==> src/rtl/alarm_ctrl.sv <==
`timescale 1ns/1ps
// alarm_ctrl: user-settable HH:MM alarm stage that watches the live BCD time,
// rings a beeping buzzer, and supports snooze, dismiss and auto-dismiss.
module alarm_ctrl #(
  parameter int DEBOUNCE_CYC = 500000,
  parameter int SNOOZE_MIN   = 5,
  parameter int RING_SEC     = 60,
  parameter int RST_ALM_H    = 7,
  parameter int RST_ALM_M    = 0
) (
  input  logic       clk_in,
  input  logic       rst,
  input  logic       tick_1hz,
  input  logic [3:0] bcd_h1,
  input  logic [3:0] bcd_h0,
  input  logic [3:0] bcd_m1,
  input  logic [3:0] bcd_m0,
  input  logic [3:0] bcd_s1,
  input  logic [3:0] bcd_s0,
  input  logic       btn_mode,
  input  logic       btn_inc_h,
  input  logic       btn_inc_m,
  input  logic       sw_arm,
  output logic [3:0] alm_h1,
  output logic [3:0] alm_h0,
  output logic [3:0] alm_m1,
  output logic [3:0] alm_m0,
  output logic       set_mode,
  output logic       ringing,
  output logic       buzzer
);

  localparam int DB_W   = $clog2(DEBOUNCE_CYC + 1);
  localparam int RING_W = $clog2(RING_SEC + 1);
  localparam logic [DB_W-1:0]   DB_LAST     = DB_W'(DEBOUNCE_CYC - 1);
  localparam logic [RING_W-1:0] RING_LAST   = RING_W'(RING_SEC - 1);
  localparam logic [11:0]       SNOOZE_LOAD = 12'(SNOOZE_MIN * 60);
  localparam logic [3:0] RST_H1 = 4'(RST_ALM_H / 10);
  localparam logic [3:0] RST_H0 = 4'(RST_ALM_H % 10);
  localparam logic [3:0] RST_M1 = 4'(RST_ALM_M / 10);
  localparam logic [3:0] RST_M0 = 4'(RST_ALM_M % 10);

  typedef enum logic [1:0] {IDLE, SET, RING, SNOOZE} state_t;

  state_t state_q, state_d;

  logic [2:0]      btn_raw, btn_s1, btn_s2, btn_lvl, btn_press;
  logic [DB_W-1:0] db_cnt [3];
  logic            press_mode, press_inc_h, press_inc_m;

  logic tick_s1, tick_s2, tick_s3, tick;
  logic arm_s1, arm;
  logic match, match_q, trigger;

  logic [RING_W-1:0] ring_cnt;
  logic [11:0]       snooze_cnt;

  logic beep_q, beep_d;
  logic set_mode_d, ringing_d, buzzer_d;

  logic [3:0] hour_h1, hour_h0, min_m1, min_m0;

  assign btn_raw     = {btn_mode, btn_inc_h, btn_inc_m};
  assign press_mode  = btn_press[2];
  assign press_inc_h = btn_press[1];
  assign press_inc_m = btn_press[0];

  assign tick    = tick_s2 & ~tick_s3;
  assign match   = ({bcd_h1, bcd_h0, bcd_m1, bcd_m0} == {alm_h1, alm_h0, alm_m1, alm_m0})
                   && (bcd_s1 == 4'd0) && (bcd_s0 == 4'd0);
  assign trigger = match & ~match_q;

  // Synchronise the buttons and accept a new level only after it has been stable long enough; pulse on each accepted press
  always_ff @(posedge clk_in or negedge rst) begin
    if (!rst) begin
      btn_s1    <= '0;
      btn_s2    <= '0;
      btn_lvl   <= '0;
      btn_press <= '0;
      for (int i = 0; i < 3; i++) db_cnt[i] <= '0;
    end else begin
      btn_s1 <= btn_raw;
      btn_s2 <= btn_s1;
      for (int i = 0; i < 3; i++) begin
        btn_press[i] <= 1'b0;
        if (btn_s2[i] == btn_lvl[i]) begin
          db_cnt[i] <= '0;
        end else if (db_cnt[i] == DB_LAST) begin
          btn_lvl[i]   <= btn_s2[i];
          db_cnt[i]    <= '0;
          btn_press[i] <= btn_s2[i];
        end else begin
          db_cnt[i] <= db_cnt[i] + DB_W'(1);
        end
      end
    end
  end

  // Synchronise the 1 Hz tick and arm switch, and remember last cycle's match so the alarm fires only on its rising edge
  always_ff @(posedge clk_in or negedge rst) begin
    if (!rst) begin
      tick_s1 <= 1'b0;
      tick_s2 <= 1'b0;
      tick_s3 <= 1'b0;
      arm_s1  <= 1'b0;
      arm     <= 1'b0;
      match_q <= 1'b0;
    end else begin
      tick_s1 <= tick_1hz;
      tick_s2 <= tick_s1;
      tick_s3 <= tick_s2;
      arm_s1  <= sw_arm;
      arm     <= arm_s1;
      match_q <= match;
    end
  end

  // State register
  always_ff @(posedge clk_in or negedge rst) begin
    if (!rst) state_q <= IDLE;
    else      state_q <= state_d;
  end

  // Next-state logic; a MODE press always wins over INC presses in the same cycle
  always_comb begin
    state_d = state_q;
    unique case (state_q)
      IDLE: begin
        if (press_mode)         state_d = SET;
        else if (trigger & arm) state_d = RING;
      end
      SET: begin
        if (press_mode) state_d = IDLE;
      end
      RING: begin
        if (press_mode || !arm)                state_d = IDLE;
        else if (press_inc_h || press_inc_m)   state_d = SNOOZE;
        else if (tick && ring_cnt == RING_LAST) state_d = IDLE;
      end
      SNOOZE: begin
        if (press_mode || !arm)                    state_d = IDLE;
        else if (tick && snooze_cnt <= 12'd1)      state_d = RING;
      end
      default: state_d = IDLE;
    endcase
  end

  // Output decode from the next state so the registered outputs line up with the state register
  always_comb begin
    set_mode_d = (state_d == SET);
    ringing_d  = (state_d == RING);
    beep_d     = beep_q;
    if (state_d == RING && state_q != RING) beep_d = 1'b1;
    else if (state_q == RING && tick)       beep_d = ~beep_q;
    buzzer_d   = beep_d & ringing_d;
  end

  // Registered status and buzzer outputs
  always_ff @(posedge clk_in or negedge rst) begin
    if (!rst) begin
      set_mode <= 1'b0;
      ringing  <= 1'b0;
      buzzer   <= 1'b0;
      beep_q   <= 1'b0;
    end else begin
      set_mode <= set_mode_d;
      ringing  <= ringing_d;
      buzzer   <= buzzer_d;
      beep_q   <= beep_d;
    end
  end

  // Ring-timeout counter restarts on every entry to RING; snooze counter loads on RING->SNOOZE and counts ticks down
  always_ff @(posedge clk_in or negedge rst) begin
    if (!rst) begin
      ring_cnt   <= '0;
      snooze_cnt <= '0;
    end else begin
      if (state_d == RING && state_q != RING) ring_cnt <= '0;
      else if (state_q == RING && tick)       ring_cnt <= ring_cnt + RING_W'(1);
      if (state_q == RING && state_d == SNOOZE)
        snooze_cnt <= SNOOZE_LOAD;
      else if (state_q == SNOOZE && tick && snooze_cnt != 12'd0)
        snooze_cnt <= snooze_cnt - 12'd1;
    end
  end

  // BCD increment of the alarm hour (23 wraps to 00) and minute (59 wraps to 00, never carrying into the hour)
  always_comb begin
    hour_h1 = alm_h1;
    hour_h0 = alm_h0;
    min_m1  = alm_m1;
    min_m0  = alm_m0;
    if (alm_h1 == 4'd2 && alm_h0 == 4'd3) begin
      hour_h1 = 4'd0;
      hour_h0 = 4'd0;
    end else if (alm_h0 == 4'd9) begin
      hour_h1 = alm_h1 + 4'd1;
      hour_h0 = 4'd0;
    end else begin
      hour_h0 = alm_h0 + 4'd1;
    end
    if (alm_m0 == 4'd9) begin
      min_m0 = 4'd0;
      min_m1 = (alm_m1 == 4'd5) ? 4'd0 : alm_m1 + 4'd1;
    end else begin
      min_m0 = alm_m0 + 4'd1;
    end
  end

  // Alarm time register, edited only in SET; hour and minute presses in one cycle are both applied
  always_ff @(posedge clk_in or negedge rst) begin
    if (!rst) begin
      alm_h1 <= RST_H1;
      alm_h0 <= RST_H0;
      alm_m1 <= RST_M1;
      alm_m0 <= RST_M0;
    end else if (state_q == SET && !press_mode) begin
      if (press_inc_h) begin
        alm_h1 <= hour_h1;
        alm_h0 <= hour_h0;
      end
      if (press_inc_m) begin
        alm_m1 <= min_m1;
        alm_m0 <= min_m0;
      end
    end
  end

endmodule
==> config.mk <==
export PLATFORM = sky130hd
export DESIGN_NAME = alarm_ctrl
export DESIGN_NICKNAME = d
export VERILOG_FILES = /design/src/rtl/alarm_ctrl.sv
export SDC_FILE = /design/constraint.sdc
export NUM_CORES = 1
export LEC_CHECK = 0
export ABC_AREA = 1
export CAP_MARGIN = 10
export CORE_MARGIN = 8
export CORE_UTILIZATION = 50
export DETAILED_ROUTE_END_ITERATION = 8
export PLACE_DENSITY_LB_ADDON = 0.25
export SETUP_SLACK_MARGIN = 0.5
export SLEW_MARGIN = 10
export SYNTH_ARGS = -nofsm -noshare
export SYNTH_HDL_FRONTEND = slang
export SYNTH_SLANG_ARGS = --single-unit
==> constraint.sdc <==
create_clock -name clk_in -period 1.6 [get_ports clk_in]
set_input_delay 0.24 -clock clk_in [delete_from_list [all_inputs] [get_ports clk_in]]
set_output_delay 0.24 -clock clk_in [all_outputs]
set_load 0.03 [all_outputs]
==> out/metrics.cfg, run 1 <==
[run_status]
status = finished with violations
violations = negative setup slack

[worst_setup_path]
path_max_fanout = 5
cp_slowest_stage_delay_ns = 0.62
worstSetupPathType = reg -> reg
worst_setup_path_end_kind = flip-flop
critical_path_arrival_ns = 2.12
cp_top_family = flip-flops
slowest_stage = dfstp_2
cp-start-kind = flip-flop
cp.buffers_inverters = 2
cp_cell_sequence = ha_4, inv_2, nor3_2, nand3_1, nand2_1, nand2_2, inv_2, nand2_2, o22ai_2, a21oi_1
required_ns = 1.90

[placement]
placedCellCount = 1048
gp_congestion = 0.9272
dp_hpwl_um = 10470
placed_area_um2 = 7627
port_buffers = 49
place_ws_ns = -0.1752

[timing]
finalHoldViolCount = 0
worst_slack_ns = -0.2246
setup-tns-final_ns = -2.325
clock_skew_ns = 0.01209
rsz0062_at_grt = true
worst_pin_slew_ns = 0.4991
relSlewSlack_pct = 66.72
fin_crit_ns = 1.825
setup_viol = 26
finalCritPeriodShare_pct = 114.0
fmaxAchievable_mhz = 548.1
slew_viol_final = 0

[floorplan]
die_area_um2 = 16500
die_w_um = 128.5
rows = 41
start_util_pct = 50.72
core_area_um2 = 12470
io_pins = 50
die_h_um = 128.5

[drt]
drt_pass1_iterations = 5
finalWirelength_um = 21520
via_count = 6595
vias_per_cell = 5.500
ant_nets = 0
wl_per_cell_um = 17.94
drc_errors = 0
drtIter0Drc = 547

[pwr]
p_leak_nw = 4.712
vdd.ir_drop.worst_uv = 753.8
power_mw = 6.861
power_density_nw_per_um2 = 668.0

[synthesis]
synth_area_um2 = 6322
syn-num-nets = 835
avgSynthCellArea_um2 = 7.973
synth_edf_count = 0
synth.distinct_cells = 46
netlist_instances = 793
synth-seq-cells = 115
async_flop_share_pct = 100.0
yosysWarnings = 0
ys.flop_type = dfrtp_1
synth_seq_area_share_pct = 45.58

[layout]
area_growth_pct = 62.46
most-common-layout-cells = buf_4 (104), nand2_1 (98), inv_1 (88), dfrtp_1 (83), nor2_1 (72)
drive_above_1_share_pct = 49.66
multi_input_area_um2 = 4131
nNetsFinal = 1056
n_antenna_cell = 0
fill_cells = 663
layoutNonFillerInstCount = 1199
final_common_cell = buf_4
design_area_um2 = 10270
seq_area_um2 = 2918

[global_route]
grt.total_usage_pct = 21.71
overflow = 0
grt_max_degree = 42
grt_pass1_vias = 6251
grt_pass1_wl_um = 28980
antenna_found_initial = 0

[cts]
cts.sinks = 115
clk_pin_slew_ns = 0.05
clockRootBuffer = clkbuf_16
ctsLongestPathBuffers = 2
cts_htree_levels = 4
clk_latency_ns = 0.43
numCtsBuffers = 17
cts_tree = yes

[run]
max_cap_viol_count = 0

[worst_hold_path]
hold_class = in -> reg

## through the flow
| stage | hold slack [ns] | utilization [%] |
|---|---|---|
| floorplan | -0.05559 | - |
| global placement | 0.2271 | 61.19 |
| detailed placement | 0.2337 | 61.19 |
| CTS | 0.2552 | 73.20 |
| global route | 0.2562 | 82.39 |
| finish | 0.2515 | 82.39 |
## registers in the layout, summed over array words and instances, names as in the netlist, 3 cells and up
name and flops:
db_cnt 57, snooze_cnt 12, ring_cnt 6, alm_h0 4, alm_h1 4, alm_m0 4, alm_m1 4, btn_lvl 3
btn_press 3, btn_s1 3, btn_s2 3
## layer usage
layer | track usage [%] | part of all wire (%)
met4 | 8.881 | 4.2
met2 | 37.23 | 53
met1 | 25.47 | 37
met3 | 5.461 | 5.8
met5 | 0 | 0
## report_power, final
| part | total (mW) | switching, mW | internal [mW] |
|---|---|---|---|
| logic | 0.433 | 0.223 | 0.210 |
| clock network | 3.45 | 1.28 | 2.16 |
| registers | 2.98 | 0.0341 | 2.95 |
| total | 6.86 | 1.54 | 5.32 |
## cell type report
class	count	share of cell area [%]
flip-flops and latches	115	28.41
well taps	172	2.095
clock inverters	5	0.2436
repair inverters	1	0.04873
multi-input cells	546	40.22
clock buffers	27	4.995
inverters	125	4.836
repair buffers	208	19.15
## synth_stat cells, drive strengths merged, types with 3 or more instances
master / instances / area, um^2
buf: 7 / 35.03
nor3b: 5 / 42.54
nand2: 158 / 618.1
or2: 5 / 31.29
nor3: 35 / 206.5
inv: 122 / 457.9
nand4: 35 / 231.5
o22ai: 3 / 18.77
a211oi: 3 / 27.52
o21ai: 19 / 95.09
dfrtp: 112 / 2803
ha: 11 / 137.6
dfstp: 3 / 78.83
xnor2: 12 / 105.1
xor2: 31 / 271.5
nor2: 129 / 544.3
nor4: 19 / 140.1
clkinv: 3 / 11.26
a21oi: 20 / 103.9
nand3: 51 / 290.3
## repair_timing
action	in CTS	in global routing
endpoints found under the setup margin	121	123
setup buffers	66	51
hold endpoints to repair	28	0
cloned	1	0
pin swaps	72	91
resized for setup	254	197
hold buffers	1	0
## logic make-up (layout without fill, tap and decap cells)
| logic type | count (synthesis) | after routing | synth area share, % |
|---|---|---|---|
| flip-flops | 115 | 115 | 45.58 |
| AO/OA/AOI/OAI | 51 | 51 | 4.592 |
| buffers and inverters | 132 | 366 | 7.975 |
| XOR/XNOR | 43 | 43 | 5.957 |
| AND/OR/NAND/NOR | 441 | 441 | 33.72 |
| adder cells (fa/ha/maj) | 11 | 11 | 2.177 |
## final timing paths
check / from / end / slack [ns] / depth (start not counted)
min reg2reg: btn_s1[0] / btn_s2[0] / 0.35 / 0
max: alm_h0[1] / alm_h1[2] / -0.22 / 10
min: btn_inc_h / btn_s1[1] / 0.25 / 1
min in group asynchronous: rst / alm_m1[3] / 0.33 / 2
max reg2reg: alm_h0[1] / alm_h1[2] / -0.22 / 10
max in group asynchronous: rst / alm_m0[0] / 0.64 / 3
No activity file was read; power rests on OpenSTA's default activity.
==> run 2: changes to the inputs <==
--- a/config.mk
+++ b/config.mk
@@ -9,6 +9,7 @@
 export CAP_MARGIN = 10
 export CORE_MARGIN = 8
 export CORE_UTILIZATION = 50
+export CTS_BUF_LIST = sky130_fd_sc_hd__clkbuf_8
 export DETAILED_ROUTE_END_ITERATION = 8
 export PLACE_DENSITY_LB_ADDON = 0.25
 export SETUP_SLACK_MARGIN = 0.5
==> run 2 against run 1 <==
Count of clock-buffer cells in the layout is 5 lower. Sequential cell count is the same. Maximum frequency is 5.5% higher. Clock skew is 0.0010 ns lower. The run still ends with negative setup slack left. Worst hold slack worse by 0.024 ns. First-iteration DRC count fell by 11%. Utilization down 2.2 points. Combinational power fell by 4%. Register-to-register slack improved by 0.09 ns. Final cell count is 0.33% lower. Non-clock buffer count fell by 4.
==> out/metrics.cfg, run 2 (synthesized netlist as in run 1, its figures left out) <==
[run_status]
status = finished with violations
violations = negative setup slack

[timing]
slew_viol_final = 0  ; unchanged
clock_skew_ns = 0.01104  ; -0.001047 ns
fmaxAchievable_mhz = 578.2  ; +5.5%
rsz0062_at_grt = true
fin_crit_ns = 1.730  ; -0.09499 ns
setup_viol = 22  ; -15%
finalHoldViolCount = 0  ; unchanged
finalCritPeriodShare_pct = 108.1  ; -5.9 points
worst_pin_slew_ns = 0.4970  ; -0.002113 ns
relSlewSlack_pct = 66.87  ; +0.14 points
worst_slack_ns = -0.1296  ; +0.09499 ns

[placement]
dp_hpwl_um = 10470  ; unchanged
placed_area_um2 = 7627  ; unchanged
place_ws_ns = -0.1752  ; unchanged
placedCellCount = 1048  ; unchanged
port_buffers = 49  ; unchanged
gp_congestion = 0.9272  ; unchanged

[layout]
largest_register_ffs = 57  ; unchanged
design_area_um2 = 10000  ; -2.6%
top_regs = db_cnt (57), snooze_cnt (12), ring_cnt (6)
top_register = db_cnt
n_antenna_cell = 0  ; unchanged
final_common_cell = buf_4
most-common-layout-cells = buf_4 (110), nand2_1 (108), inv_1 (100), dfrtp_1 (87), nor2_1 (69)
layoutNonFillerInstCount = 1195  ; -0.33%
fill_cells = 719  ; +8.4%
nNetsFinal = 1052  ; -0.38%
area_growth_pct = 58.20
drive_above_1_share_pct = 47.70  ; -2.0 points

[floorplan]
core_area_um2 = 12470  ; unchanged
die_w_um = 128.5  ; unchanged
io_pins = 50  ; unchanged
die_area_um2 = 16500  ; unchanged
start_util_pct = 50.72  ; unchanged
die_h_um = 128.5  ; unchanged
rows = 41  ; unchanged

[drt]
drt_pass1_iterations = 7  ; +2
via_count = 6481  ; -1.7%
wl_per_cell_um = 16.94  ; -5.6%
drtIter0Drc = 485  ; -11%
vias_per_cell = 5.423  ; -1.4%
finalWirelength_um = 20250  ; -5.9%
drc_errors = 0  ; unchanged
ant_nets = 0  ; unchanged

[pwr]
vdd.ir_drop.worst_uv = 576.6  ; -24%
power_density_nw_per_um2 = 577.3  ; -14%
seqPwrFrac_pct = 51.6  ; +8.2 points
p_leak_nw = 4.609  ; -2.2%
p_int_mw = 4.373  ; -18%
switching_share_pct = 24.26  ; +1.8 points
pwr-share-clk_pct = 41.2  ; -9.0 points
p_comb_share_pct = 7.2  ; +0.9 points
switchingPower_mw = 1.401  ; -9.0%

[global_route]
grt_pass1_wl_um = 28080  ; -3.1%
overflow = 0  ; unchanged
grt.total_usage_pct = 20.87  ; -0.85 points
antenna_found_initial = 0  ; unchanged
grt_pass1_vias = 6183  ; -1.1%
grt_max_degree = 42  ; unchanged

[cts]
cts_tree = yes
cts_htree_levels = 4  ; unchanged
cts.sinks = 115  ; unchanged
clockRootBuffer = clkbuf_8
clk_pin_slew_ns = 0.07  ; +0.02 ns
ctsLongestPathBuffers = 2  ; unchanged
clk_latency_ns = 0.45  ; +0.02 ns
numCtsBuffers = 17  ; unchanged

[run]
max_cap_viol_count = 0  ; unchanged

[worst_setup_path]
worst_setup_path_end_kind = flip-flop
critical_path_arrival_ns = 2.06  ; -0.06 ns
worstSetupPathType = reg -> reg
path_max_fanout = 7  ; +2
cp-start-kind = flip-flop
rr_worst_depth = 10  ; unchanged
required_ns = 1.93  ; +0.03 ns

[worst_hold_path]
worstHoldPathCells = 1  ; unchanged
hold_class = in -> reg

[run 2: final timing paths]
| path | startpoint | to | slack, ns |
|---|---|---|---|
| max | alm_h0[0] | ring_cnt[1] | -0.13 |
| min | btn_inc_h | btn_s1[1] | 0.23 |
| max reg2reg | alm_h0[0] | ring_cnt[1] | -0.13 |
| min reg2reg | arm_s1 | arm | 0.35 |
| max in group asynchronous | rst | db_cnt[49] | 0.67 |
| min in group asynchronous | rst | alm_m1[3] | 0.29 |
[run 2: critical path: stages, from the launching register on]
cell     delay [ns]
dfstp_2        0.58
buf_6          0.13
inv_4          0.03
nand2_2        0.05
nand3_2        0.08
nor2_2         0.15
nand4_1        0.14
nand2_2        0.15
nand3_4        0.14
nand2_2        0.10
nand2_1        0.06
[run 2: through the flow]
step / TNS (ns) / hold WS, ns / utilization, % / power [mW]
after floorplan: -0.03732 / -0.05559 / - / 3.128
after global placement: -0.8828 / 0.2271 / 61.19 / 3.319
after detailed placement: -1.334 / 0.2337 / 61.19 / 3.328
after CTS: 0 / 0.2110 / 71.65 / 5.738
after global routing: -3.314 / 0.2171 / 80.24 / 5.983
final: -0.9981 / 0.2279 / 80.24 / 5.774
[run 2: area by class of cell]
class	instances	area [um^2]	share of cell area, %
timing repair buffer	204	1904	19.04
tap	172	215.2	2.152
clock inverter	10	43.79	0.4378
clock buffer	22	302.8	3.027
multi-input combinational	546	4126	41.26
timing repair inverter	1	5.005	0.05004
inverter	125	491.7	4.916
sequential	115	2913	29.12
[run 2: power groups by stage]
| stage | clock network [mW] | registers [mW] | logic [mW] |
|---|---|---|---|
| after global routing | 2.55 | 2.98 | 0.455 |
| after floorplan | 0 | 3.02 | 0.104 |
| after global placement | 0 | 3.02 | 0.296 |
| after detailed placement | 0 | 3.02 | 0.303 |
| final | 2.38 | 2.98 | 0.417 |
| after CTS | 2.41 | 2.97 | 0.356 |
[run 2: per-layer routing]
| layer | track usage, % | part of all wire, % | wire length (um) | vias up |
|---|---|---|---|---|
| li1 | - | - | - | 2997 |
| met1 | 24.92 | 38 | 7780 | 3137 |
| met2 | 35.62 | 52 | 10570 | 266 |
| met3 | 4.799 | 5.6 | 1136 | 81 |
| met4 | 8.462 | 3.8 | 763 | 0 |
| met5 | 0 | 0 | 0 | - |
[run 2: repair_timing]
action | CTS | global route
resized for setup | 247 | 177
gates cloned | 1 | 1
buffers inserted | 69 | 43
pin swaps | 48 | 72
hold endpoints to repair | 28 | 0
hold buffers | 1 | 0
endpoints found under the setup margin | 121 | 123
==> run 3: changes to the inputs <==
--- a/config.mk
+++ b/config.mk
@@ -8,12 +8,12 @@
 export ABC_AREA = 1
 export CAP_MARGIN = 10
 export CORE_MARGIN = 8
-export CORE_UTILIZATION = 50
+export CORE_UTILIZATION = 35
 export CTS_BUF_LIST = sky130_fd_sc_hd__clkbuf_8
 export DETAILED_ROUTE_END_ITERATION = 8
 export PLACE_DENSITY_LB_ADDON = 0.25
 export SETUP_SLACK_MARGIN = 0.5
-export SLEW_MARGIN = 10
+export SLEW_MARGIN = 20
 export SYNTH_ARGS = -nofsm -noshare
 export SYNTH_HDL_FRONTEND = slang
 export SYNTH_SLANG_ARGS = --single-unit
==> run 3 against run 2 <==
The run still ends with negative setup slack left. First-iteration DRC count decreased by 50%. Final cell count increased by 5.0%. Register-to-register slack improved by 0.12 ns. Sequential power about the same. Die area increased by 37%. Setup slack improved by 0.12 ns. Sequential share of layout area decreased by 0.33 points. Clock power increased by 14%. Count of clock-buffer cells in the layout decreased by 3. Final area increased by 1.3%. Largest power group unchanged.
==> out/metrics.cfg, run 3 (synthesized netlist as in run 1, its figures left out) <==
[timing]
worst_pin_slew_ns = 0.4773  ; -0.01976 ns
slew_viol_final = 0  ; unchanged
clock_skew_ns = 0.009877  ; -0.001167 ns
worst_slack_ns = -0.008388  ; +0.1213 ns
rsz0062_at_grt = true
finalCritPeriodShare_pct = 100.5  ; -7.6 points
relSlewSlack_pct = 68.18  ; +1.3 points
fmaxAchievable_mhz = 621.7  ; +7.5%
finalHoldViolCount = 0  ; unchanged
fin_crit_ns = 1.608  ; -0.1213 ns
setup_viol = 2  ; -91%

[run_status]
status = finished with violations
violations = negative setup slack

[floorplan]
die_h_um = 150.4  ; +17%
die_w_um = 150.4  ; +17%
rows = 49  ; +20%
start_util_pct = 35.44  ; -15 points
core_area_um2 = 17840  ; +43%
io_pins = 50  ; unchanged
die_area_um2 = 22620  ; +37%

[worst_setup_path]
path_max_fanout = 7  ; unchanged
slowest_stage = dfstp_2
rr_worst_depth = 8  ; -2
worst_setup_path_end_kind = flip-flop
cp-start-kind = flip-flop
crit-reg2reg-launch = alm_h0[1]
cp_slowest_stage_delay_ns = 0.62  ; +0.04 ns
required_ns = 1.92  ; about the same
r2r_end = ring_cnt[5]
worstSetupPathType = reg -> reg
r2r_setup_slack_ns = -0.008  ; +0.12 ns
cp_cell_sequence = xnor2_2, nand3_2, nor2_2, nand4_1, nand2_2, nand3_4, nand2_1, inv_1
critical_path_arrival_ns = 1.93  ; -0.13 ns

[drt]
finalWirelength_um = 17690  ; -13%
drtIter0Drc = 243  ; -50%
vias_per_cell = 4.863  ; -10%
wl_per_cell_um = 14.10  ; -17%
ant_nets = 0  ; unchanged
drc_errors = 0  ; unchanged
drt_pass1_iterations = 5  ; -2
via_count = 6103  ; -5.8%

[pwr]
power_density_nw_per_um2 = 602.8  ; +4.4%
vdd.ir_drop.worst_uv = 491.9  ; -15%
power_mw = 6.106  ; +5.8%
p_leak_nw = 4.655  ; +1.0%

[layout]
layoutNonFillerInstCount = 1255  ; +5.0%
drive_above_1_share_pct = 48.25  ; +0.54 points
top_regs = db_cnt (57), snooze_cnt (12), ring_cnt (6)
final_common_cell = buf_4
most-common-layout-cells = buf_4 (107), nand2_1 (104), inv_1 (92), dfrtp_1 (84), nor2_1 (74)
design_area_um2 = 10130  ; +1.3%
top_register = db_cnt
fin_util_pct = 56.78  ; -23 points
area_growth_pct = 60.22
n_antenna_cell = 0  ; unchanged
largest_register_ffs = 57  ; unchanged
nNetsFinal = 1055  ; +0.29%

[worst_hold_path]
hold_class = in -> reg
worstHoldPathCells = 1  ; unchanged
hold_path.startpoint = tick_1hz
holdPathEnd = tick_s1

[cts]
clk_pin_slew_ns = 0.07  ; about the same
clk_latency_ns = 0.43  ; -0.02 ns
cts_tree = yes
clockRootBuffer = clkbuf_8
cts.sinks = 115  ; unchanged
numCtsBuffers = 17  ; unchanged
ctsLongestPathBuffers = 2  ; unchanged
cts_htree_levels = 4  ; unchanged

[placement]
placedCellCount = 1117  ; +6.6%
port_buffers = 49  ; unchanged
dp_hpwl_um = 10690  ; +2.1%
place_ws_ns = -0.1732  ; +0.001974 ns
gp_congestion = 0.8519  ; -8.1%
placed_area_um2 = 7789  ; +2.1%

[global_route]
antenna_found_initial = 0  ; unchanged
grt_pass1_wl_um = 27730  ; -1.2%
grt.total_usage_pct = 14.94  ; -5.9 points
overflow = 0  ; unchanged
grt_max_degree = 32  ; -24%
grt_pass1_vias = 5935  ; -4.0%

[run]
max_cap_viol_count = 0  ; unchanged

==> run 3: power breakdown <==
part,switching (mW),internal [mW],leakage (nW)
combinational,0.216,0.201,2.95
clock,1.26,1.46,0.195
sequential,0.0344,2.94,1.51
total,1.51,4.60,4.65
==> run 3: repair_timing <==
| item | in CTS | in global routing |
|---|---|---|
| endpoints found under the hold margin | 28 | 0 |
| hold buffers | 1 | 0 |
| setup endpoints to repair | 120 | 123 |
| cloned | 0 | 0 |
| resized for setup | 311 | 127 |
| buffers inserted | 54 | 51 |
| pin swaps | 79 | 74 |
==> run 3: final cells by class <==
cell class,count,area (um^2)
multi-input cells,546,4113
inverters,125,494.2
well taps,229,286.5
clock buffers,19,261.5
repair buffers,208,1923
clock inverters,13,135.1
fillers,1493,7711
flip-flops and latches,115,2917
==> run 3: worst max-delay path: cells and delay by family, from the launching register on <==
family                    cells  cell delay [ns]
DFF                           1             0.62
xor gates and xnor gates      1             0.13
and+or+nand+nor               6             0.70
buffers and inverters         1             0.04
==> run 3: metal layers <==
| metal | share of wire, % | GRT usage, % |
|---|---|---|
| met1 | 44 | 18.94 |
| met2 | 49 | 24.48 |
| met3 | 4.7 | 3.577 |
| met4 | 2.0 | 5.097 |
| met5 | 0 | 0 |
==> run 3: metrics by stage <==
step / TNS (ns) / hold slack [ns]
2_1_floorplan: -0.03732 / -0.05559
3_5_place_dp: -1.279 / 0.2351
3_3_place_gp: -1.135 / 0.2350
4_1_cts: -0.0005913 / 0.2123
6_report: -0.01436 / 0.2464
5_1_grt: -1.715 / 0.2249
==> run 3: how the worst max path moves through the flow <==
| stage | startpoint | endpoint | slack (ns) | cells past startpoint |
|---|---|---|---|---|
| floorplan | alm_h0[0] | alm_h1[2] | -0.04 | 10 |
| global placement | bcd_m0[2] | ring_cnt[1] | -0.15 | 9 |
| detailed placement | bcd_m0[2] | ring_cnt[1] | -0.17 | 9 |
| CTS | alm_h0[1] | alm_h1[2] | -0.0006 | 10 |
| global route | snooze_cnt[1] | ring_cnt[4] | -0.12 | 11 |
| finish | alm_h0[1] | ring_cnt[5] | -0.008 | 8 |
